<file path="src/rtl/spiox.sv">
// spiox: Wishbone LED/button peripheral; bus ack 1 clk after strobe, never stalls.
// Buttons debounce in 2+DB_CYCLES clks; SPIOX_PWM_EN adds PWM dimming of the LEDs.
module spiox #(
    parameter int NLED      = 4,
    parameter int NBTN      = 4,
    parameter int DB_CYCLES = 16,
    parameter int PWM_BITS  = 8
) (
    input  logic            i_clk,
    input  logic            i_areset_n,
    input  logic            i_wb_cyc,
    input  logic            i_wb_stb,
    input  logic            i_wb_we,
    input  logic [1:0]      i_wb_addr,
    input  logic [31:0]     i_wb_data,
    input  logic [3:0]      i_wb_sel,
    output logic            o_wb_stall,
    output logic            o_wb_ack,
    output logic [31:0]     o_wb_data,
    input  logic [NBTN-1:0] i_btn,
    output logic [NLED-1:0] o_led,
    output logic            o_int
);

    localparam int CW = $clog2(DB_CYCLES + 1);
    localparam logic [CW-1:0] DB_LAST = CW'(DB_CYCLES - 1);

    logic            w_stb;
    logic            w_wr;
    logic [31:0]     w_rd;
    logic [NBTN-1:0] w_db_upd;
    logic [NBTN-1:0] w_rise;
    logic [NBTN-1:0] w_w1c;
    logic            w_unused;

    logic [NLED-1:0] r_led;
    logic [NBTN-1:0] r_sync1;
    logic [NBTN-1:0] r_sync2;
    logic [NBTN-1:0] r_db;
    logic [NBTN-1:0] r_ev;
    logic [NBTN-1:0] r_ien;
    logic [CW-1:0]   r_cnt [NBTN];
    logic            r_ack;
    logic [31:0]     r_rdat;
    logic            r_int;

    assign w_stb      = i_wb_cyc & i_wb_stb;
    assign w_wr       = w_stb & i_wb_we;
    assign w_unused   = ^{i_wb_sel, i_wb_data};
    assign o_wb_stall = 1'b0;
    assign o_wb_ack   = r_ack;
    assign o_wb_data  = r_rdat;
    assign o_int      = r_int;

    // A debounced level flips only once the mismatch has persisted DB_CYCLES clocks.
    always_comb begin
        w_db_upd = '0;
        for (int k = 0; k < NBTN; k++) begin
            w_db_upd[k] = (r_sync2[k] != r_db[k]) && (r_cnt[k] == DB_LAST);
        end
    end

    assign w_rise = w_db_upd & r_sync2;
    assign w_w1c  = (w_wr && (i_wb_addr == 2'd1)) ? i_wb_data[NBTN+7:8] : '0;

`ifdef SPIOX_PWM_EN
    logic [PWM_BITS-1:0] r_pc;
    logic [PWM_BITS-1:0] r_duty;
    logic [PWM_BITS-1:0] r_duty_wr;
    logic [NLED-1:0]     r_led_out;
    logic                w_duty_we;

    assign w_duty_we = w_wr && (i_wb_addr == 2'd3);

    // The active duty only changes at the counter wrap so a period is never split.
    always_ff @(posedge i_clk or negedge i_areset_n) begin
        if (!i_areset_n) begin
            r_pc      <= '0;
            r_duty    <= '1;
            r_duty_wr <= '1;
            r_led_out <= '0;
        end else begin
            r_pc <= r_pc + 1'b1;
            if (w_duty_we) begin
                r_duty_wr <= i_wb_data[PWM_BITS-1:0];
            end
            if (r_pc == '1) begin
                r_duty <= w_duty_we ? i_wb_data[PWM_BITS-1:0] : r_duty_wr;
            end
            r_led_out <= r_led & {NLED{r_pc < r_duty}};
        end
    end

    assign o_led = r_led_out;
`else
    localparam int unused_pwm_bits = PWM_BITS;
    assign o_led = r_led;
`endif

    always_comb begin
        w_rd = '0;
        case (i_wb_addr)
            2'd0: w_rd[NLED-1:0] = r_led;
            2'd1: begin
                w_rd[NBTN-1:0]   = r_db;
                w_rd[NBTN+7:8]   = r_ev;
            end
            2'd2: w_rd[NBTN-1:0] = r_ien;
`ifdef SPIOX_PWM_EN
            2'd3: w_rd[PWM_BITS-1:0] = r_duty_wr;
`endif
            default: w_rd = '0;
        endcase
    end

    always_ff @(posedge i_clk or negedge i_areset_n) begin
        if (!i_areset_n) begin
            r_ack  <= 1'b0;
            r_rdat <= '0;
            r_led  <= '0;
            r_ien  <= '0;
        end else begin
            r_ack <= w_stb;
            if (w_stb) begin
                r_rdat <= w_rd;
            end
            if (w_wr && (i_wb_addr == 2'd0)) begin
                for (int k = 0; k < NLED; k++) begin
                    if (i_wb_data[k+8]) begin
                        r_led[k] <= i_wb_data[k];
                    end
                end
            end
            if (w_wr && (i_wb_addr == 2'd2)) begin
                r_ien <= i_wb_data[NBTN-1:0];
            end
        end
    end

    always_ff @(posedge i_clk or negedge i_areset_n) begin
        if (!i_areset_n) begin
            r_sync1 <= '0;
            r_sync2 <= '0;
            r_db    <= '0;
            for (int k = 0; k < NBTN; k++) begin
                r_cnt[k] <= '0;
            end
        end else begin
            r_sync1 <= i_btn;
            r_sync2 <= r_sync1;
            for (int k = 0; k < NBTN; k++) begin
                if ((r_sync2[k] == r_db[k]) || w_db_upd[k]) begin
                    r_cnt[k] <= '0;
                end else begin
                    r_cnt[k] <= r_cnt[k] + 1'b1;
                end
                if (w_db_upd[k]) begin
                    r_db[k] <= r_sync2[k];
                end
            end
        end
    end

    // A new press beats a simultaneous clear so no event is ever lost.
    always_ff @(posedge i_clk or negedge i_areset_n) begin
        if (!i_areset_n) begin
            r_ev  <= '0;
            r_int <= 1'b0;
        end else begin
            r_ev  <= (r_ev & ~w_w1c) | w_rise;
            r_int <= |(r_ev & r_ien);
        end
    end

endmodule

</file>
<file path="config.mk">
export PLATFORM = sky130hd
export DESIGN_NAME = spiox
export DESIGN_NICKNAME = d
export VERILOG_FILES = /design/src/rtl/spiox.sv
export SDC_FILE = /design/constraint.sdc
export NUM_CORES = 1
export LEC_CHECK = 0
export ABC_CLOCK_PERIOD_IN_PS = 4100
export BUFFER_PORTS_ARGS = -buffer_cell sky130_fd_sc_hd__buf_2
export CORE_ASPECT_RATIO = 0.9
export CORE_UTILIZATION = 25
export DETAILED_ROUTE_END_ITERATION = 7
export SLEW_MARGIN = 20
export SYNTH_ARGS = -nofsm -noshare
export SYNTH_HDL_FRONTEND = slang
export SYNTH_SLANG_ARGS = --single-unit
</file>
<file path="constraint.sdc">
create_clock -name i_clk -period 4.1 [get_ports i_clk]
set_clock_uncertainty 0.05 [all_clocks]
set_input_delay 0.205 -clock i_clk [delete_from_list [all_inputs] [get_ports i_clk]]
set_output_delay 0.205 -clock i_clk [all_outputs]
set_load 0.02 [all_outputs]
</file>
==> results.sh <==
export IMPL_antenna_left=0
export IMPL_ys_seq_elements=54
export IMPL_numCtsBuffers=5
export IMPL_grt_util_met3=0.0264
export IMPL_yosysWarnings=0
export IMPL_drc_errors=0
export IMPL_dieArea_mm2=0.0103
export IMPL_fin_nets=304
export IMPL_synth_cells=208
export IMPL_r2r_start="r_cnt[5]"
export IMPL_path_clk_slew_ns=0.10
export IMPL_p_seq_frac=0.542
export IMPL_tightest_slew_ns=0.689
export IMPL_grt_usage=0.0891
export IMPL_yosysUniqueCellTypes=30
export IMPL_grt_pass1_wl_mm=7.02
export IMPL_dp_cells=363
export IMPL_fmaxAchievable_mhz=676
export IMPL_p_comb_frac=0.152
export IMPL_stdcell_area_mm2=0.00283
export IMPL_fp_dieH_um=96.3
export IMPL_tritoncts="done"
export IMPL_cts_buffer_depth=2
export IMPL_drt_first_pass_iters=4
export IMPL_outcome="finished, final reports clean"
export IMPL_use_met1=0.116
export IMPL_leakagePower_nw=1.41
export IMPL_startpoint="r_cnt[5]"
export IMPL_regArea_mm2=0.00135
export IMPL_antenna_found_initial=0
export IMPL_start_util=0.257
export IMPL_cap_violations=0
export IMPL_drt_iter0_drc=57
export IMPL_layout_common_cells="dfrtp_1, buf_2, conb_1, nor2_1, inv_1"
export IMPL_hp_class="in2reg"
export IMPL_pre_cts_ws_ns=2.62
export IMPL_io_buffers=32
export IMPL_p_switching_mw=0.305
export IMPL_max_vdd_ir_drop_mv=0.175
export IMPL_min_from="i_wb_data[1]"
export IMPL_root_buffer="clkbuf_8"
export IMPL_critical_path_class="reg2reg"
export IMPL_cp_max_fo=5
export IMPL_drt_total_wl_mm=4.11
export IMPL_setup_viol=0
export IMPL_gp_congestion=0.695
export IMPL_clk_latency_ns=0.30
export IMPL_grt_max_degree=55
export IMPL_num_vias=1489
export IMPL_ios=86
export IMPL_setup_slack_ns=2.62
export IMPL_via_per_inst=3.97
export IMPL_num_rows=34
export IMPL_required_ns=4.29
export IMPL_cts_sinks=54
export IMPL_final_cells=375
export IMPL_overflow=0
export IMPL_cp_start_kind="flip-flop"
export IMPL_p_clk_frac=0.306
export IMPL_arrival_ns=1.67
export IMPL_drive_above_1_share=0.249
export IMPL_whs_ns=0.102
export IMPL_final_max_slew_viol_count=0
export IMPL_multi_input_comb_area_um2=946
export IMPL_grt_busiest_layer="met2"
export IMPL_area_growth_pct=14.8
export IMPL_p_int_mw=0.832
export IMPL_setup_tns_ns=0
export IMPL_final_common_cell="dfrtp_1"
export IMPL_postPlaceCellArea_mm2=0.00268
export IMPL_switching_share=0.269
export IMPL_syn_area_mm2=0.00247
export IMPL_grt_pass1_vias=1473
export IMPL_hpwl_mm=3.14
export IMPL_cts_setup_buffers=0
export IMPL_diodes=0
export IMPL_slew_headroom=0.541
export IMPL_fin_crit_ns=1.48
export IMPL_synth_seq_area_share=0.547
export IMPL_cts_htree_levels=2
export IMPL_syn_area_per_cell_um2=11.9
export IMPL_final_fill_count=1006
export IMPL_period_share=0.361
export IMPL_die_width_um=107
export IMPL_wl_per_cell_um=11.0
export IMPL_setup_worst_path_end_class="flip-flop"
export IMPL_rsz0062_at_grt="no"
export IMPL_p_per_area_mw_per_mm2=401
export IMPL_grt_util_met2=0.140
export IMPL_hold_viol=0
export IMPL_fp_coreArea_mm2=0.00961
## worst paths after layout
| kind | end | slack, ns | cells past startpoint |
|---|---|---|---|
| hold / removal | o_led[1] | 0.10 | 2 |
| setup reg to reg | r_cnt[7] | 2.62 | 5 |
| setup / recovery | r_cnt[7] | 2.62 | 5 |
| hold reg to reg | r_sync2[3] | 0.31 | 0 |
| min in group asynchronous | r_sync1[1] | 0.51 | 3 |
| max in group asynchronous | r_cnt[0] | 3.04 | 3 |
## worst max-delay path, cell delays in order (launching register included)
cell and delay, ns:
dfrtp_1 0.41, ha_1 0.22, and3_1 0.19, ha_1 0.19, nand2b_1 0.21, nor2_1 0.13
## power by group through the flow
stage	clock [mW]	combinational, mW	sequential (mW)
2_1_floorplan	0	0.110	0.643
3_3_place_gp	0	0.170	0.625
3_5_place_dp	0	0.173	0.627
4_1_cts	0.362	0.177	0.617
5_1_grt	0.386	0.193	0.623
6_report	0.347	0.173	0.616
## registers in the layout, summed over array words and instances (netlist names)
signal / cells
o_led: 4
o_wb_data: 8
o_int: 1
r_ien: 4
r_sync1: 4
r_db: 4
o_wb_ack: 1
r_sync2: 4
r_cnt: 20
r_ev: 4
## area by class of cell
| type | count | share of cell area |
|---|---|---|
| Sequential cell | 54 | 0.477 |
| Multi-Input combinational cell | 137 | 0.334 |
| Timing Repair Buffer | 38 | 0.0768 |
| Tap cell | 126 | 0.0556 |
| Clock buffer | 5 | 0.0243 |
| Inverter | 13 | 0.0190 |
| Clock inverter | 2 | 0.0137 |
## stage by stage
step                total power, mW  utilization
floorplan                     0.753            -
global placement              0.796        0.278
detailed placement            0.800        0.278
CTS                            1.16        0.295
global route                   1.20        0.295
finish                         1.14        0.295
## metal layers
layer,vias up,share of wire
met5,-,0
met4,0,0.013
met3,4,0.045
met2,42,0.44
met1,719,0.50
li1,724,-
## synthesized netlist by cell type
library cell	count	area share
mux2i_1	4	0.016
and4b_2	1	0.0046
inv_6	1	0.0035
or2_2	4	0.010
dfrtp_1	54	0.55
buf_4	27	0.082
nor3b_2	4	0.020
a22oi_1	2	0.0061
buf_2	1	0.0020
mux2_4	4	0.024
and3_1	4	0.010
nor2b_1	1	0.0025
conb_1	1	0.0015
xor2_1	8	0.028
o21ai_0	4	0.0081
mux2_1	3	0.014
a32o_1	1	0.0041
mux2_2	1	0.0046
xnor2_1	4	0.014
a21oi_1	8	0.016
ha_1	8	0.041
o2bb2ai_1	3	0.011
nand2_1	5	0.0076
nand2_4	1	0.0046
nand3_1	8	0.016
nand2b_1	4	0.010
nor2_1	24	0.036
inv_1	12	0.018
nand4b_4	2	0.019
a22o_2	4	0.016
## logic make-up after synthesis
kind of cell	Yosys count	share of synthesized area
compound gates	22	0.0613
other cells	1	0.00152
buf+inv	41	0.106
xor+xnor	12	0.0426
flops	54	0.547
simple gates	58	0.142
fa+ha+maj	8	0.0405
mux	12	0.0588
## timing repair
item	4_1_cts	5_1_grt
hold buffers	5	0
endpoints found under the hold margin	14	0
resized for setup	0	0
setup endpoints to repair	0	0
Power figures use the tool's default switching activity.
